**src/rtl/fifo_arb_pkg.sv**
```systemverilog
// rtl/fifo_arb_pkg.sv - shared types and helpers for the FIFO write arbiter
package fifo_arb_pkg;

    typedef enum logic {
        IDLE  = 1'b0,
        BURST = 1'b1
    } arb_state_t;

    localparam int STALL_CNT_W = 16;

    // Tag width for n requesters, never narrower than one bit
    function automatic int id_width(input int n);
        return (n <= 2) ? 1 : $clog2(n);
    endfunction

endpackage

```
**src/rtl/rr_arbiter.sv**
```systemverilog
// rtl/rr_arbiter.sv - combinational rotate-priority picker starting after last_grant
module rr_arbiter
    import fifo_arb_pkg::*;
#(
    parameter int NUM_REQ  = 4,
    parameter int ID_WIDTH = id_width(NUM_REQ)
) (
    input  logic [NUM_REQ-1:0]  i_req,
    input  logic [ID_WIDTH-1:0] i_last_grant,
    output logic [ID_WIDTH-1:0] o_winner,
    output logic                o_any_valid
);

    // Walk from farthest to nearest so the closest valid requester after last_grant wins
    always_comb begin
        o_winner    = '0;
        o_any_valid = |i_req;
        for (int k = NUM_REQ; k >= 1; k--) begin
            if (i_req[(int'(i_last_grant) + k) % NUM_REQ]) begin
                o_winner = ID_WIDTH'((int'(i_last_grant) + k) % NUM_REQ);
            end
        end
    end

endmodule

```
**src/rtl/fifo_wr_arbiter.sv**
```systemverilog
// rtl/fifo_wr_arbiter.sv - round-robin burst arbiter sharing one syn_fifo write port
module fifo_wr_arbiter
    import fifo_arb_pkg::*;
#(
    parameter int NUM_REQ    = 4,
    parameter int DATA_WIDTH = 32,
    parameter int BURST_MAX  = 4,
    parameter int ID_WIDTH   = id_width(NUM_REQ)
) (
    input  logic                           i_clk,
    input  logic                           i_rst,
    input  logic [NUM_REQ-1:0]             i_req_valid,
    input  logic [NUM_REQ*DATA_WIDTH-1:0]  i_req_data,
    input  logic [NUM_REQ-1:0]             i_req_last,
    output logic [NUM_REQ-1:0]             o_req_ready,
    output logic                           o_fifo_wr_en,
    output logic [ID_WIDTH+DATA_WIDTH-1:0] o_fifo_wr_data,
    input  logic                           i_fifo_full,
    input  logic                           i_fifo_near_full,
    output logic                           o_grant_active,
    output logic [ID_WIDTH-1:0]            o_grant_id,
    output logic [STALL_CNT_W-1:0]         o_stall_cnt
);

    localparam int BEAT_W = (BURST_MAX <= 1) ? 1 : $clog2(BURST_MAX);

    arb_state_t             r_state;
    logic                   r_grant_active;
    logic [ID_WIDTH-1:0]    r_grant_id;
    logic [ID_WIDTH-1:0]    r_last_grant;
    logic [BEAT_W-1:0]      r_beat_cnt;
    logic [STALL_CNT_W-1:0] r_stall_cnt;

    logic [ID_WIDTH-1:0]    w_winner;
    logic                   w_any_valid;
    logic                   w_owner_valid;
    logic                   w_owner_last;
    logic                   w_accept;
    logic                   w_burst_done;
    logic [NUM_REQ-1:0]     w_ready;

    rr_arbiter #(
        .NUM_REQ  (NUM_REQ),
        .ID_WIDTH (ID_WIDTH)
    ) u_rr_arbiter (
        .i_req        (i_req_valid),
        .i_last_grant (r_last_grant),
        .o_winner     (w_winner),
        .o_any_valid  (w_any_valid)
    );

    assign w_owner_valid = i_req_valid[r_grant_id];
    assign w_owner_last  = i_req_last[r_grant_id];
    // Reset gates the write so a burst cut by rst leaves no partial beat behind
    assign w_accept      = (r_state == BURST) && w_owner_valid && !i_fifo_full && !i_rst;
    assign w_burst_done  = !w_owner_valid ||
                           (w_accept && (w_owner_last || r_beat_cnt == BEAT_W'(BURST_MAX - 1)));

    always_comb begin
        w_ready             = '0;
        w_ready[r_grant_id] = w_accept;
    end

    assign o_req_ready    = w_ready;
    assign o_fifo_wr_en   = w_accept;
    assign o_fifo_wr_data = {r_grant_id, i_req_data[r_grant_id*DATA_WIDTH +: DATA_WIDTH]};
    assign o_grant_active = r_grant_active;
    assign o_grant_id     = r_grant_id;
    assign o_stall_cnt    = r_stall_cnt;

    always_ff @(posedge i_clk) begin
        if (i_rst) begin
            r_state        <= IDLE;
            r_grant_active <= 1'b0;
            r_grant_id     <= '0;
            r_last_grant   <= ID_WIDTH'(NUM_REQ - 1);
            r_beat_cnt     <= '0;
            r_stall_cnt    <= '0;
        end else begin
            case (r_state)
                IDLE: begin
                    if (w_any_valid && !i_fifo_near_full) begin
                        r_state        <= BURST;
                        r_grant_active <= 1'b1;
                        r_grant_id     <= w_winner;
                        r_beat_cnt     <= '0;
                    end
                end
                BURST: begin
                    if (w_owner_valid && i_fifo_full && r_stall_cnt != {STALL_CNT_W{1'b1}}) begin
                        r_stall_cnt <= r_stall_cnt + 1'b1;
                    end
                    if (w_burst_done) begin
                        r_state        <= IDLE;
                        r_grant_active <= 1'b0;
                        r_last_grant   <= r_grant_id;
                    end else if (w_accept) begin
                        r_beat_cnt <= r_beat_cnt + 1'b1;
                    end
                end
                default: r_state <= IDLE;
            endcase
        end
    end

endmodule

```
**config.mk**
```make
export PLATFORM = sky130hd
export DESIGN_NAME = fifo_wr_arbiter
export DESIGN_NICKNAME = d
export VERILOG_FILES = /design/src/rtl/fifo_arb_pkg.sv /design/src/rtl/rr_arbiter.sv /design/src/rtl/fifo_wr_arbiter.sv
export SDC_FILE = /design/constraint.sdc
export NUM_CORES = 1
export LEC_CHECK = 0
export ABC_CLOCK_PERIOD_IN_PS = 4200
export CORE_MARGIN = 5
export CORE_UTILIZATION = 34
export CTS_CLUSTER_DIAMETER = 100
export DETAILED_ROUTE_END_ITERATION = 10
export PLACE_DENSITY = 0.87
export SLEW_MARGIN = 10
export SYNTH_ARGS = -nofsm -noshare
export SYNTH_HDL_FRONTEND = slang
export SYNTH_SLANG_ARGS = --single-unit
```
**constraint.sdc**
```tcl
create_clock -name i_clk -period 4.2 [get_ports i_clk]
set_input_delay 0.42 -clock i_clk [delete_from_list [all_inputs] [get_ports i_clk]]
set_output_delay 0.42 -clock i_clk [all_outputs]
set_load 0.03 [all_outputs]
```
==> impl_results.html, run 1 <==
<table>
<tr><th>Metric</th><th>Value</th></tr>
<tr><th colspan="2">Synthesis</th></tr>
<tr><td>Top cells by count, synth</td><td>sky130_fd_sc_hd__mux4_2, sky130_fd_sc_hd__nor2_1, sky130_fd_sc_hd__dfxtp_1</td></tr>
<tr><td>Number of cells produced by synthesis</td><td>196</td></tr>
<tr><td>Average size of a mapped cell</td><td>11.2 um2</td></tr>
<tr><td>Main combinational cell family by area after synthesis</td><td>multiplexers</td></tr>
<tr><td>Library cell with the highest instance count after synthesis</td><td>sky130_fd_sc_hd__mux4_2</td></tr>
<tr><td>Share of the synthesized area in the top cell type</td><td>0.340</td></tr>
<tr><td>Dominant register cell in the synthesized netlist</td><td>sky130_fd_sc_hd__dfxtp_1</td></tr>
<tr><td>Compound-gate portion of the synthesized area</td><td>0.123</td></tr>
<tr><td>Multiplexer fraction of the synthesized cell area</td><td>0.368</td></tr>
<tr><td>Arithmetic-cell share of the synthesized area counting full adders, half adders and majority gates</td><td>0.0114</td></tr>
<tr><td>Basic-gate share of the synthesized area counting and, or, nand and nor cells</td><td>0.177</td></tr>
<tr><td>Proportion of synthesized flip-flops having asynchronous set or reset</td><td>0</td></tr>
<tr><td>Area share of xor/xnor cells in the synthesized design</td><td>0.0441</td></tr>
<tr><td>Fraction of the yosys area taken by sequential cells</td><td>0.220</td></tr>
<tr><td>Library cell occupying the most area in the post-synthesis netlist</td><td>sky130_fd_sc_hd__mux4_2</td></tr>
<tr><td>Syn_nets</td><td>338</td></tr>
<tr><td>EDFF count, synth</td><td>0</td></tr>
<tr><td>Flop and latch count out of synthesis</td><td>24</td></tr>
<tr><td>Ranking of synthesized cells by area</td><td>sky130_fd_sc_hd__mux4_2, sky130_fd_sc_hd__dfxtp_1, sky130_fd_sc_hd__xnor2_1</td></tr>
<tr><td>Synthesis warning total</td><td>0</td></tr>
<tr><td>Cell area after synthesis</td><td>0.00219 mm2</td></tr>
<tr><td>Count of cell types in the netlist</td><td>49</td></tr>
<tr><th colspan="2">Placed design</th></tr>
<tr><td>Final estimated routing congestion in global placement</td><td>0.873</td></tr>
<tr><td>Total of buffers placed on input and output ports</td><td>197</td></tr>
<tr><td>Dpl hpwl</td><td>8.28 mm</td></tr>
<tr><td>Worst-case setup slack after placement</td><td>1.10 ns</td></tr>
<tr><td>Post-DP Area</td><td>0.00420 mm2</td></tr>
<tr><th colspan="2">GRT</th></tr>
<tr><td>Overall overflow remaining after global route</td><td>0</td></tr>
<tr><td>Via count of the first global-routing pass</td><td>2550</td></tr>
<tr><td>Number of antenna violations at the first check in global routing</td><td>0</td></tr>
<tr><td>Global Route met2 Usage</td><td>0.437</td></tr>
<tr><td>Met3 usage</td><td>0.0651</td></tr>
<tr><td>Global-route wire length before repair</td><td>15.2 mm</td></tr>
<tr><td>Global-route usage over all layers</td><td>0.236</td></tr>
<tr><td>Global-route met1 utilization</td><td>0.274</td></tr>
<tr><td>Most crowded layer after global routing</td><td>met2</td></tr>
<tr><td>Largest net degree at the start of global routing</td><td>41</td></tr>
<tr><th colspan="2">Routing</th></tr>
<tr><td>Post-detailed-route wirelength per cell</td><td>21.2 um</td></tr>
<tr><td>Iteration-0 DRC Markers</td><td>96</td></tr>
<tr><td>Routed Wire Length</td><td>9.77 mm</td></tr>
<tr><td>Detailed-route vias per instance</td><td>5.26</td></tr>
<tr><td>Number of nets with antenna violations after routing</td><td>0</td></tr>
<tr><td>DRC errors left</td><td>0</td></tr>
<tr><td>Iteration count of the initial detailed-routing pass</td><td>4</td></tr>
<tr><td>Via count</td><td>2427</td></tr>
<tr><th colspan="2">Finish</th></tr>
<tr><td>Final core utilization</td><td>0.671</td></tr>
<tr><td>Area added between synthesis and finish</td><td>93.7%</td></tr>
<tr><td>Final instance area</td><td>0.00424 mm2</td></tr>
<tr><td>Total Nets Final</td><td>528</td></tr>
<tr><td>Proportion of layout cells with a drive suffix above 1</td><td>0.156</td></tr>
<tr><td>Number of antenna diodes</td><td>0</td></tr>
<tr><th colspan="2">STA</th></tr>
<tr><td>Achievable frequency</td><td>323 MHz</td></tr>
<tr><td>Period minus WS final</td><td>3.09 ns</td></tr>
<tr><td>Final total negative setup slack</td><td>0 ns</td></tr>
<tr><td>Worst hold-check slack</td><td>0.467 ns</td></tr>
<tr><td>Count of endpoints failing setup in the final report</td><td>0</td></tr>
<tr><td>Final number of max-transition violations</td><td>0</td></tr>
<tr><td>Period utilization</td><td>0.736</td></tr>
<tr><td>Clock Skew</td><td>0.00158 ns</td></tr>
<tr><td>RSZ-0062 raised after global routing</td><td>false</td></tr>
<tr><td>Worst path setup slack after routing</td><td>1.11 ns</td></tr>
<tr><td>Worst-case headroom to the max-slew limit</td><td>0.566</td></tr>
<tr><td>Fin. Hold Viols</td><td>0</td></tr>
<tr><td>Slew at the pin with the worst max-slew slack</td><td>0.651 ns</td></tr>
<tr><th colspan="2">Clock network</th></tr>
<tr><td>Hold buffer count at CTS</td><td>0</td></tr>
<tr><td>Post-CTS Resized</td><td>0</td></tr>
<tr><td>Level count of the clock H-tree</td><td>1</td></tr>
<tr><td>CTS tree</td><td>yes</td></tr>
<tr><td>Clock transition at the registers of the reported paths</td><td>0.07 ns</td></tr>
<tr><td>Number of buffers between clock root and the deepest sink</td><td>2</td></tr>
<tr><td>Sinks on the clock net</td><td>24</td></tr>
<tr><td>Root buffer selected by CTS</td><td>sky130_fd_sc_hd__clkbuf_8</td></tr>
<tr><td>Worst-Skew Late Latency</td><td>0.26 ns</td></tr>
<tr><td>TritonCTS Buffers</td><td>3</td></tr>
<tr><td>Setup bufs post-CTS</td><td>0</td></tr>
<tr><th colspan="2">Critical path</th></tr>
<tr><td>Maximum fanout along the worst path</td><td>5</td></tr>
<tr><td>CP arrival</td><td>2.67 ns</td></tr>
<tr><td>Worst reg-to-reg path cell count</td><td>5</td></tr>
<tr><td>Endpoint of the lowest-slack register-to-register path</td><td>o_stall_cnt[13]</td></tr>
<tr><td>Worst flop-to-flop path startpoint</td><td>o_grant_id[0]</td></tr>
<tr><td>Reg2reg setup slack</td><td>2.19 ns</td></tr>
<tr><td>Data required time at the worst endpoint</td><td>3.78 ns</td></tr>
<tr><td>Type of the worst setup path</td><td>in2out</td></tr>
<tr><td>Crit path to</td><td>o_req_ready[3]</td></tr>
<tr><td>Critical Path Start Type</td><td>primary input</td></tr>
<tr><td>Nature of the critical path endpoint</td><td>output pin</td></tr>
<tr><td>Critical path origin</td><td>i_req_valid[3]</td></tr>
<tr><th colspan="2">Floorplanning</th></tr>
<tr><td>DIE AREA</td><td>0.00814 mm2</td></tr>
<tr><td>Vertical extent of the die</td><td>90.2 um</td></tr>
<tr><td>Die width</td><td>90.2 um</td></tr>
<tr><td>I/O pins</td><td>198</td></tr>
<tr><td>Placeable core region</td><td>0.00631 mm2</td></tr>
<tr><td>Starting Density</td><td>0.346</td></tr>
<tr><td>Count of standard-cell rows</td><td>29</td></tr>
<tr><th colspan="2">Power and ir drop</th></tr>
<tr><td>Leakage Power</td><td>1.45 nW</td></tr>
<tr><td>Power density relative to cell area</td><td>196 mW/mm2</td></tr>
<tr><td>Worst vdd ir</td><td>0.000132 V</td></tr>
<tr><th colspan="2">Outcome</th></tr>
<tr><td>Result of the run</td><td>complete, no violations</td></tr>
<tr><th colspan="2">Flow run</th></tr>
<tr><td>Max-capacitance violation count</td><td>0</td></tr>
<tr><th colspan="2">Worst hold path</th></tr>
<tr><td>Worst min path class</td><td>reg2reg</td></tr>
</table>
==> kinds of logic (layout without fill, tap and decap cells) <==
| kind of cell | Yosys count | in the layout |
|---|---|---|
| xor+xnor | 11 | 11 |
| buf+inv | 25 | 213 |
| simple gates | 65 | 65 |
| flops | 24 | 24 |
| mux | 39 | 39 |
| fa+ha+maj | 2 | 2 |
| compound gates | 30 | 30 |
==> report_power, final <==
part	total (mW)	switching (mW)	internal (mW)
clock	0.129	0.0647	0.0639
combinational	0.461	0.197	0.264
sequential	0.240	0.00693	0.233
total	0.830	0.268	0.561
==> routing by layer <==
layer  routed length, um  share of wire  vias up
li1                    -              -     1137
met1                3530           0.36     1166
met2                5290           0.54      116
met3                 845          0.087        8
met4                 104          0.011        0
met5                   0              0        -
==> how the worst min path moves through the flow <==
stage / start / to / cells after the start
after floorplan: r_beat_cnt[1] / r_beat_cnt[1] / 2
after global placement: o_grant_active / o_grant_active / 2
after detailed placement: o_grant_active / o_grant_active / 2
after CTS: o_grant_active / o_grant_active / 2
after global routing: o_grant_active / o_grant_active / 2
final: o_grant_active / o_grant_active / 2
==> final cells by class <==
cell class / count / area, um2
fill: 510 / 2080
timing repair buffer: 200 / 1990
multi-input combinational: 147 / 1580
sequential: 24 / 483
tap: 77 / 96.3
clock buffer: 3 / 41.3
inverter: 10 / 37.5
==> critical path: stages <==
cell                              delay, ns
sky130_fd_sc_hd__clkdlybuf4s50_1       0.55
sky130_fd_sc_hd__mux4_2                0.32
sky130_fd_sc_hd__nand2_1               0.08
sky130_fd_sc_hd__or2_1                 0.32
sky130_fd_sc_hd__inv_2                 0.10
sky130_fd_sc_hd__nand2_1               0.08
sky130_fd_sc_hd__nor2_1                0.13
sky130_fd_sc_hd__clkdlybuf4s50_1       0.67
==> state kept, by name, indices dropped and copies added, names as in the netlist <==
signal / flops
r_beat_cnt: 2
r_state: 1
r_last_grant: 2
o_grant_active: 1
o_stall_cnt: 16
o_grant_id: 2
==> per-stage QoR <==
stage | instances | total power [mW]
detailed placement | 458 | 0.709
floorplan | 196 | 0.470
global route | 461 | 0.869
CTS | 461 | 0.841
global placement | 458 | 0.701
finish | 461 | 0.830
==> cells in the final DEF, fill, tap and decap left out, drive strengths merged, types with 5 or more instances in the layout <==
cell / count
nand3: 6
clkdlybuf4s50: 197
nand2: 8
mux4: 33
inv: 10
a211oi: 6
a21oi: 8
xnor2: 11
nand4: 5
nor2: 26
dfxtp: 24
(Power assumes the default switching activity.)
==> run 2, diff against run 1 <==
--- a/config.mk
+++ b/config.mk
@@ -5,12 +5,12 @@
 export SDC_FILE = /design/constraint.sdc
 export NUM_CORES = 1
 export LEC_CHECK = 0
-export ABC_CLOCK_PERIOD_IN_PS = 4200
+export ABC_CLOCK_PERIOD_IN_PS = 3250
 export CORE_MARGIN = 5
-export CORE_UTILIZATION = 34
+export CORE_UTILIZATION = 32
 export CTS_CLUSTER_DIAMETER = 100
 export DETAILED_ROUTE_END_ITERATION = 10
-export PLACE_DENSITY = 0.87
+export PLACE_DENSITY = 0.83
 export SLEW_MARGIN = 10
 export SYNTH_ARGS = -nofsm -noshare
 export SYNTH_HDL_FRONTEND = slang
==> constraint.sdc (replaced) <==
create_clock -name i_clk -period 3.25 [get_ports i_clk]
set_input_delay 0.325 -clock i_clk [delete_from_list [all_inputs] [get_ports i_clk]]
set_output_delay 0.325 -clock i_clk [all_outputs]
set_load 0.03 [all_outputs]
==> run 2 against run 1 <==
- power increased by 34%
- sequential power increased by 29%
- clock skew increased by 0.0013 ns
- clock-buffer cell count increased by 1
- die area increased by 5.5%
- worst setup slack got worse by 0.75 ns
- sequential share of layout area decreased by 0.067 points
- first-iteration DRC count decreased by 9.4%
- worst hold slack got worse by 0.0067 ns
- global-route usage decreased by 2.3 points
- cell count increased by 1.1%
- largest power group unchanged
==> impl_results.html, run 2 (synthesized netlist as in run 1, its figures left out) <==
<table>
<tr><th>Metric</th><th>Value</th></tr>
<tr><th colspan="2">Outcome</th></tr>
<tr><td>Result of the run</td><td>complete, no violations</td></tr>
<tr><th colspan="2">Finish</th></tr>
<tr><td>Max FFs per register</td><td>16 (unchanged)</td></tr>
<tr><td>Most frequent standard cell in the layout excluding fill and tap cells</td><td>sky130_fd_sc_hd__clkdlybuf4s50_1</td></tr>
<tr><td>Number of antenna diodes</td><td>0 (unchanged)</td></tr>
<tr><td>Final core utilization</td><td>0.634 (-0.0368)</td></tr>
<tr><td>Area added between synthesis and finish</td><td>94.9%</td></tr>
<tr><td>Total Nets Final</td><td>529 (+0.19%)</td></tr>
<tr><td>Commonest cells after routing, fill and taps aside</td><td>sky130_fd_sc_hd__clkdlybuf4s50_1, sky130_fd_sc_hd__mux4_2, sky130_fd_sc_hd__nor2_1</td></tr>
<tr><td>Proportion of layout cells with a drive suffix above 1</td><td>0.161 (+0.00437)</td></tr>
<tr><td>Sequential cell area</td><td>483 um2 (unchanged)</td></tr>
<tr><td>Area of the multi-input gates</td><td>0.00158 mm2 (unchanged)</td></tr>
<tr><td>Filler Cell Count</td><td>545 (+6.9%)</td></tr>
<tr><th colspan="2">STA</th></tr>
<tr><td>Slew at the pin with the worst max-slew slack</td><td>0.662 ns (+0.0111 ns)</td></tr>
<tr><td>Clock Skew</td><td>0.00284 ns (+0.00127 ns)</td></tr>
<tr><td>Worst-case headroom to the max-slew limit</td><td>0.559 (-0.00740)</td></tr>
<tr><td>Period utilization</td><td>0.888</td></tr>
<tr><td>RSZ-0062 raised after global routing</td><td>false</td></tr>
<tr><td>Fin. Hold Viols</td><td>0 (unchanged)</td></tr>
<tr><td>Period minus WS final</td><td>2.89 ns</td></tr>
<tr><td>Final total negative setup slack</td><td>0 ns (unchanged)</td></tr>
<tr><td>Count of endpoints failing setup in the final report</td><td>0 (unchanged)</td></tr>
<tr><td>Worst hold-check slack</td><td>0.460 ns (-0.00668 ns)</td></tr>
<tr><td>Final number of max-transition violations</td><td>0 (unchanged)</td></tr>
<tr><td>Achievable frequency</td><td>346 MHz</td></tr>
<tr><th colspan="2">Clock network</th></tr>
<tr><td>CTS tree</td><td>yes</td></tr>
<tr><td>Root buffer selected by CTS</td><td>sky130_fd_sc_hd__clkbuf_8</td></tr>
<tr><td>Post-CTS Resized</td><td>0 (unchanged)</td></tr>
<tr><td>TritonCTS Buffers</td><td>3 (unchanged)</td></tr>
<tr><td>Clock transition at the registers of the reported paths</td><td>0.08 ns (about the same)</td></tr>
<tr><td>Worst-Skew Late Latency</td><td>0.27 ns (about the same)</td></tr>
<tr><td>Level count of the clock H-tree</td><td>1 (unchanged)</td></tr>
<tr><td>Sinks on the clock net</td><td>24 (unchanged)</td></tr>
<tr><td>Hold buffer count at CTS</td><td>0 (unchanged)</td></tr>
<tr><td>Setup bufs post-CTS</td><td>0 (unchanged)</td></tr>
<tr><td>Number of buffers between clock root and the deepest sink</td><td>2 (unchanged)</td></tr>
<tr><th colspan="2">Floorplanning</th></tr>
<tr><td>Placeable core region</td><td>0.00672 mm2 (+6.4%)</td></tr>
<tr><td>I/O pins</td><td>198 (unchanged)</td></tr>
<tr><td>DIE AREA</td><td>0.00859 mm2 (+5.5%)</td></tr>
<tr><td>Vertical extent of the die</td><td>92.7 um (+2.7%)</td></tr>
<tr><td>Die width</td><td>92.7 um (+2.7%)</td></tr>
<tr><td>Starting Density</td><td>0.326 (-0.0209)</td></tr>
<tr><td>Count of standard-cell rows</td><td>30 (+3.4%)</td></tr>
<tr><th colspan="2">Power and ir drop</th></tr>
<tr><td>Final total power</td><td>1.11 mW (+34%)</td></tr>
<tr><td>Power density relative to cell area</td><td>260 mW/mm2 (+33%)</td></tr>
<tr><td>Worst vdd ir</td><td>0.000222 V (+68%)</td></tr>
<tr><td>Leakage Power</td><td>1.46 nW (+0.79%)</td></tr>
<tr><th colspan="2">Critical path</th></tr>
<tr><td>Type of the worst setup path</td><td>in2out</td></tr>
<tr><td>Worst flop-to-flop path startpoint</td><td>o_grant_id[0]</td></tr>
<tr><td>Critical path, cell by cell</td><td>clkdlybuf4s50_1 -&gt; mux4_2 -&gt; nand2_1 -&gt; or2_1 -&gt; inv_2 -&gt; nand2_1 -&gt; nor2_1 -&gt; clkdlybuf4s50_1</td></tr>
<tr><td>Crit path max-delay cell type</td><td>sky130_fd_sc_hd__clkdlybuf4s50_1</td></tr>
<tr><td>Crit-path max cell delay</td><td>0.69 ns (+0.02 ns)</td></tr>
<tr><td>Data required time at the worst endpoint</td><td>2.92 ns (-0.86 ns)</td></tr>
<tr><td>Buffers and inverters on the worst path</td><td>3 (unchanged)</td></tr>
<tr><td>Cell family with most CP delay</td><td>buffers and inverters</td></tr>
<tr><td>CP arrival</td><td>2.56 ns (-0.11 ns)</td></tr>
<tr><td>Critical path origin</td><td>i_req_valid[3]</td></tr>
<tr><td>Maximum fanout along the worst path</td><td>5 (unchanged)</td></tr>
<tr><td>Critical Path Start Type</td><td>primary input</td></tr>
<tr><td>Nature of the critical path endpoint</td><td>output pin</td></tr>
<tr><th colspan="2">GRT</th></tr>
<tr><td>Number of antenna violations at the first check in global routing</td><td>0 (unchanged)</td></tr>
<tr><td>Largest net degree at the start of global routing</td><td>41 (unchanged)</td></tr>
<tr><td>Global-route usage over all layers</td><td>0.212 (-0.0234)</td></tr>
<tr><td>Global-route wire length before repair</td><td>14.4 mm (-5.8%)</td></tr>
<tr><td>Overall overflow remaining after global route</td><td>0 (unchanged)</td></tr>
<tr><td>Via count of the first global-routing pass</td><td>2648 (+3.8%)</td></tr>
<tr><th colspan="2">Routing</th></tr>
<tr><td>Via count</td><td>2468 (+1.7%)</td></tr>
<tr><td>Detailed-route vias per instance</td><td>5.30 (+0.60%)</td></tr>
<tr><td>Iteration-0 DRC Markers</td><td>87 (-9.4%)</td></tr>
<tr><td>DRC errors left</td><td>0 (unchanged)</td></tr>
<tr><td>Post-detailed-route wirelength per cell</td><td>20.5 um (-3.4%)</td></tr>
<tr><td>Number of nets with antenna violations after routing</td><td>0 (unchanged)</td></tr>
<tr><td>Routed Wire Length</td><td>9.53 mm (-2.4%)</td></tr>
<tr><td>Iteration count of the initial detailed-routing pass</td><td>4 (unchanged)</td></tr>
<tr><th colspan="2">Placed design</th></tr>
<tr><td>Total of buffers placed on input and output ports</td><td>197 (unchanged)</td></tr>
<tr><td>Dpl hpwl</td><td>7.91 mm (-4.5%)</td></tr>
<tr><td>Final estimated routing congestion in global placement</td><td>0.851 (-2.5%)</td></tr>
<tr><th colspan="2">Worst hold path</th></tr>
<tr><td>Worst min path class</td><td>reg2reg</td></tr>
<tr><td>Worst min-delay path startpoint</td><td>o_grant_active</td></tr>
<tr><th colspan="2">Flow run</th></tr>
<tr><td>Max-capacitance violation count</td><td>0 (unchanged)</td></tr>
</table>
run 2: changes by cell type in the layout (fill, tap and decap cells not counted), sizes merged:
cell and delta:
clkbuf +1, buf +1
run 2: routing by layer:
layer | GRT usage | up-vias | routed length [um]
li1 | - | 1141 | -
met4 | 0.0623 | 0 | 235
met3 | 0.0601 | 17 | 787
met1 | 0.229 | 1193 | 3450
met2 | 0.400 | 117 | 5060
met5 | 0 | - | 0
run 2: area by class of cell:
cell class	instances	share of cell area
multi-input cells	147	0.372
flip-flops and latches	24	0.113
clock buffers	4	0.0129
inverters	10	0.00881
repair buffers	201	0.470
well taps	80	0.0235
run 2: where the power goes:
| part | internal (mW) | switching [mW] | total, mW |
|---|---|---|---|
| Sequential | 0.302 | 0.00869 | 0.310 |
| Combinational | 0.342 | 0.251 | 0.593 |
| Clock | 0.108 | 0.0963 | 0.205 |
run 2: per-stage QoR:
stage / instance area, um2 / setup WS, ns / instances
floorplan: 2190 / 1.04 / 196
global placement: 4210 / 0.418 / 462
detailed placement: 4210 / 0.373 / 462
CTS: 4260 / 0.358 / 466
global route: 4260 / 0.257 / 466
finish: 4260 / 0.363 / 466
run 2: path summary, 6_finish.rpt:
path                endpoint  slack, ns  cells past startpoint
min reg2reg   o_grant_active       0.46                      2
max           o_req_ready[3]       0.36                      8
min           o_grant_active       0.46                      2
max reg2reg  r_last_grant[0]       1.24                      6
run 2: worst reg2reg max path, cell delays in order (launching register included):
cell	delay, ns
sky130_fd_sc_hd__dfxtp_2	0.34
sky130_fd_sc_hd__buf_4	0.54
sky130_fd_sc_hd__nor2b_1	0.24
sky130_fd_sc_hd__a221oi_1	0.11
sky130_fd_sc_hd__o21ai_1	0.33
sky130_fd_sc_hd__nor2_1	0.08
sky130_fd_sc_hd__a211o_1	0.27
==> run 3, diff against run 2 <==
--- a/config.mk
+++ b/config.mk
@@ -5,12 +5,12 @@
 export SDC_FILE = /design/constraint.sdc
 export NUM_CORES = 1
 export LEC_CHECK = 0
-export ABC_CLOCK_PERIOD_IN_PS = 3250
+export ABC_CLOCK_PERIOD_IN_PS = 2600
 export CORE_MARGIN = 5
-export CORE_UTILIZATION = 32
+export CORE_UTILIZATION = 29
 export CTS_CLUSTER_DIAMETER = 100
 export DETAILED_ROUTE_END_ITERATION = 10
-export PLACE_DENSITY = 0.83
+export PLACE_DENSITY = 0.79
 export SLEW_MARGIN = 10
 export SYNTH_ARGS = -nofsm -noshare
 export SYNTH_HDL_FRONTEND = slang
==> constraint.sdc (replaced) <==
create_clock -name i_clk -period 2.6 [get_ports i_clk]
set_input_delay 0.26 -clock i_clk [delete_from_list [all_inputs] [get_ports i_clk]]
set_output_delay 0.26 -clock i_clk [all_outputs]
set_load 0.03 [all_outputs]
==> run 3 against run 2 <==
- die area grew 9.2%
- power grew 32%
- design area grew 1.4%
- via count shrank 2.4%
- sequential power grew 28%
- worst setup slack lost 0.26 ns
- first-iteration DRC count grew 9.2%
- critical path type is now reg2out
- largest power group unchanged
==> impl_results.html, run 3 (synthesized netlist as in run 1, its figures left out) <==
<table>
<tr><th>Metric</th><th>Value</th></tr>
<tr><th colspan="2">STA</th></tr>
<tr><td>Worst-case headroom to the max-slew limit</td><td>0.677 (+0.119)</td></tr>
<tr><td>Clock Skew</td><td>0.00282 ns (-0.0000233 ns)</td></tr>
<tr><td>Period utilization</td><td>0.961</td></tr>
<tr><td>Fin. Hold Viols</td><td>0 (unchanged)</td></tr>
<tr><td>Final total negative setup slack</td><td>0 ns (unchanged)</td></tr>
<tr><td>Period minus WS final</td><td>2.50 ns</td></tr>
<tr><td>RSZ-0062 raised after global routing</td><td>false</td></tr>
<tr><td>Achievable frequency</td><td>400 MHz</td></tr>
<tr><td>Final number of max-transition violations</td><td>0 (unchanged)</td></tr>
<tr><td>Slew at the pin with the worst max-slew slack</td><td>0.482 ns (-0.180 ns)</td></tr>
<tr><td>Count of endpoints failing setup in the final report</td><td>0 (unchanged)</td></tr>
<tr><th colspan="2">Placed design</th></tr>
<tr><td>Dpl hpwl</td><td>8.67 mm (+9.7%)</td></tr>
<tr><td>Total of buffers placed on input and output ports</td><td>197 (unchanged)</td></tr>
<tr><td>Placed cells</td><td>482 (+4.3%)</td></tr>
<tr><td>Final estimated routing congestion in global placement</td><td>0.995 (+17%)</td></tr>
<tr><th colspan="2">Finish</th></tr>
<tr><td>Most frequent standard cell in the layout excluding fill and tap cells</td><td>sky130_fd_sc_hd__clkdlybuf4s50_1</td></tr>
<tr><td>Sequential cell area</td><td>483 um2 (unchanged)</td></tr>
<tr><td>Max FFs per register</td><td>16 (unchanged)</td></tr>
<tr><td>Total Nets Final</td><td>530 (+0.19%)</td></tr>
<tr><td>Number of antenna diodes</td><td>0 (unchanged)</td></tr>
<tr><td>Area added between synthesis and finish</td><td>97.6%</td></tr>
<tr><td>Proportion of layout cells with a drive suffix above 1</td><td>0.176 (+0.0151)</td></tr>
<tr><td>Filler Cell Count</td><td>649 (+19%)</td></tr>
<tr><td>Commonest cells after routing, fill and taps aside</td><td>sky130_fd_sc_hd__clkdlybuf4s50_1, sky130_fd_sc_hd__mux4_2, sky130_fd_sc_hd__nor2_1</td></tr>
<tr><td>Final non-filler cell total</td><td>486 (+4.3%)</td></tr>
<tr><td>Area of the multi-input gates</td><td>0.00158 mm2 (unchanged)</td></tr>
<tr><th colspan="2">GRT</th></tr>
<tr><td>Overall overflow remaining after global route</td><td>0 (unchanged)</td></tr>
<tr><td>Number of antenna violations at the first check in global routing</td><td>0 (unchanged)</td></tr>
<tr><td>Global-route usage over all layers</td><td>0.206 (-0.00648)</td></tr>
<tr><td>Global-route wire length before repair</td><td>15.3 mm (+6.7%)</td></tr>
<tr><td>Via count of the first global-routing pass</td><td>2513 (-5.1%)</td></tr>
<tr><td>Largest net degree at the start of global routing</td><td>35 (-15%)</td></tr>
<tr><th colspan="2">Clock network</th></tr>
<tr><td>TritonCTS Buffers</td><td>3 (unchanged)</td></tr>
<tr><td>Setup bufs post-CTS</td><td>0 (unchanged)</td></tr>
<tr><td>Hold buffer count at CTS</td><td>0 (unchanged)</td></tr>
<tr><td>Root buffer selected by CTS</td><td>sky130_fd_sc_hd__clkbuf_8</td></tr>
<tr><td>Sinks on the clock net</td><td>24 (unchanged)</td></tr>
<tr><td>Clock transition at the registers of the reported paths</td><td>0.08 ns (about the same)</td></tr>
<tr><td>Number of buffers between clock root and the deepest sink</td><td>2 (unchanged)</td></tr>
<tr><td>Worst-Skew Late Latency</td><td>0.27 ns (about the same)</td></tr>
<tr><td>Level count of the clock H-tree</td><td>1 (unchanged)</td></tr>
<tr><td>Post-CTS Resized</td><td>0 (unchanged)</td></tr>
<tr><td>CTS tree</td><td>yes</td></tr>
<tr><th colspan="2">Floorplanning</th></tr>
<tr><td>Starting Density</td><td>0.300 (-0.0256)</td></tr>
<tr><td>Placeable core region</td><td>0.00729 mm2 (+8.5%)</td></tr>
<tr><td>DIE AREA</td><td>0.00938 mm2 (+9.2%)</td></tr>
<tr><td>Die width</td><td>96.8 um (+4.5%)</td></tr>
<tr><td>Vertical extent of the die</td><td>96.8 um (+4.5%)</td></tr>
<tr><td>Count of standard-cell rows</td><td>31 (+3.3%)</td></tr>
<tr><td>I/O pins</td><td>198 (unchanged)</td></tr>
<tr><th colspan="2">Critical path</th></tr>
<tr><td>CP arrival</td><td>2.24 ns (-0.32 ns)</td></tr>
<tr><td>Data required time at the worst endpoint</td><td>2.34 ns (-0.58 ns)</td></tr>
<tr><td>Reg2reg setup slack</td><td>0.68 ns (-0.56 ns)</td></tr>
<tr><td>Nature of the critical path endpoint</td><td>output pin</td></tr>
<tr><td>Maximum fanout along the worst path</td><td>34 (+29)</td></tr>
<tr><td>Critical Path Start Type</td><td>register</td></tr>
<tr><td>Critical path origin</td><td>o_grant_id[0]</td></tr>
<tr><td>Worst flop-to-flop path startpoint</td><td>o_grant_id[0]</td></tr>
<tr><td>Type of the worst setup path</td><td>reg2out</td></tr>
<tr><th colspan="2">Power and ir drop</th></tr>
<tr><td>Sw frac</td><td>0.306 (-0.0160)</td></tr>
<tr><td>Worst vdd ir</td><td>0.000153 V (-31%)</td></tr>
<tr><td>Power density relative to cell area</td><td>339 mW/mm2 (+30%)</td></tr>
<tr><td>Net switching power</td><td>448 uW (+26%)</td></tr>
<tr><td>Total internal power</td><td>1.02 mW (+35%)</td></tr>
<tr><td>Leakage Power</td><td>1.49 nW (+2.0%)</td></tr>
<tr><td>Clock power share</td><td>0.223 (+0.038)</td></tr>
<tr><td>Portion of total power attributed to combinational logic</td><td>0.506 (-0.029)</td></tr>
<tr><td>Share of total power in sequential cells</td><td>0.271 (-0.009)</td></tr>
<tr><th colspan="2">Routing</th></tr>
<tr><td>Via count</td><td>2408 (-2.4%)</td></tr>
<tr><td>Number of nets with antenna violations after routing</td><td>0 (unchanged)</td></tr>
<tr><td>Detailed-route vias per instance</td><td>4.95 (-6.4%)</td></tr>
<tr><td>Post-detailed-route wirelength per cell</td><td>20.5 um (+0.25%)</td></tr>
<tr><td>Iteration-0 DRC Markers</td><td>95 (+9.2%)</td></tr>
<tr><td>Routed Wire Length</td><td>9.97 mm (+4.6%)</td></tr>
<tr><td>Iteration count of the initial detailed-routing pass</td><td>4 (unchanged)</td></tr>
<tr><td>DRC errors left</td><td>0 (unchanged)</td></tr>
<tr><th colspan="2">Worst hold path</th></tr>
<tr><td>Worst min path class</td><td>reg2reg</td></tr>
<tr><td>Worst min-delay path startpoint</td><td>r_beat_cnt[1]</td></tr>
<tr><th colspan="2">Flow run</th></tr>
<tr><td>Max-capacitance violation count</td><td>0 (unchanged)</td></tr>
<tr><th colspan="2">Outcome</th></tr>
<tr><td>Result of the run</td><td>complete, no violations</td></tr>
</table>
[run 3: changes by cell type in the layout (fill, tap and decap cells not counted)]
cell	before	now
sky130_fd_sc_hd__buf_12	0	2
sky130_fd_sc_hd__clkdlybuf4s50_1	197	192
sky130_fd_sc_hd__clkbuf_8	4	3
sky130_fd_sc_hd__buf_4	4	8
sky130_fd_sc_hd__bufinv_16	0	1
[run 3: final timing paths]
path / endpoint / cells after the start
max: o_fifo_wr_data[1] / 3
min: r_beat_cnt[1] / 2
max reg2reg: o_stall_cnt[14] / 6
min reg2reg: r_beat_cnt[1] / 2
[run 3: layer usage]
layer  up-vias  track usage  part of all wire
li1       1139            -                 -
met1      1161        0.231              0.38
met2       100        0.386              0.53
met4         0       0.0356             0.013
met3         8       0.0604             0.076
met5         -            0                 0
[run 3: worst max-delay path: stages (launching register included)]
cell and delay (ns):
sky130_fd_sc_hd__dfxtp_2 0.48, sky130_fd_sc_hd__buf_12 0.28, sky130_fd_sc_hd__mux4_2 0.54, sky130_fd_sc_hd__clkdlybuf4s50_1 0.65
[run 3: layout make-up]
| class | instances | area share |
|---|---|---|
| Clock buffer | 3 | 0.00955 |
| Clock inverter | 1 | 0.00695 |
| Inverter | 10 | 0.00869 |
| Multi-Input combinational cell | 147 | 0.367 |
| Sequential cell | 24 | 0.112 |
| Tap cell | 99 | 0.0287 |
| Timing Repair Buffer | 202 | 0.468 |
[run 3: per-stage QoR]
step / util / worst slack (ns) / hold WS [ns] / area, um2 / power (mW)
floorplan: - / 0.454 / 0.446 / 2190 / 0.760
global placement: 0.583 / 0.411 / 0.458 / 4250 / 1.14
detailed placement: 0.583 / 0.377 / 0.470 / 4250 / 1.15
CTS: 0.593 / 0.0738 / 0.485 / 4320 / 1.48
global route: 0.593 / 0.00534 / 0.526 / 4320 / 1.53
finish: 0.593 / 0.101 / 0.478 / 4320 / 1.46
[run 3: power groups by stage]
stage               sequential (mW)  combinational, mW  clock [mW]
finish                        0.397              0.741       0.327
global route                  0.400              0.774       0.357
CTS                           0.398              0.748       0.337
detailed placement            0.407              0.745           0
global placement              0.405              0.738           0
floorplan                     0.404              0.356           0
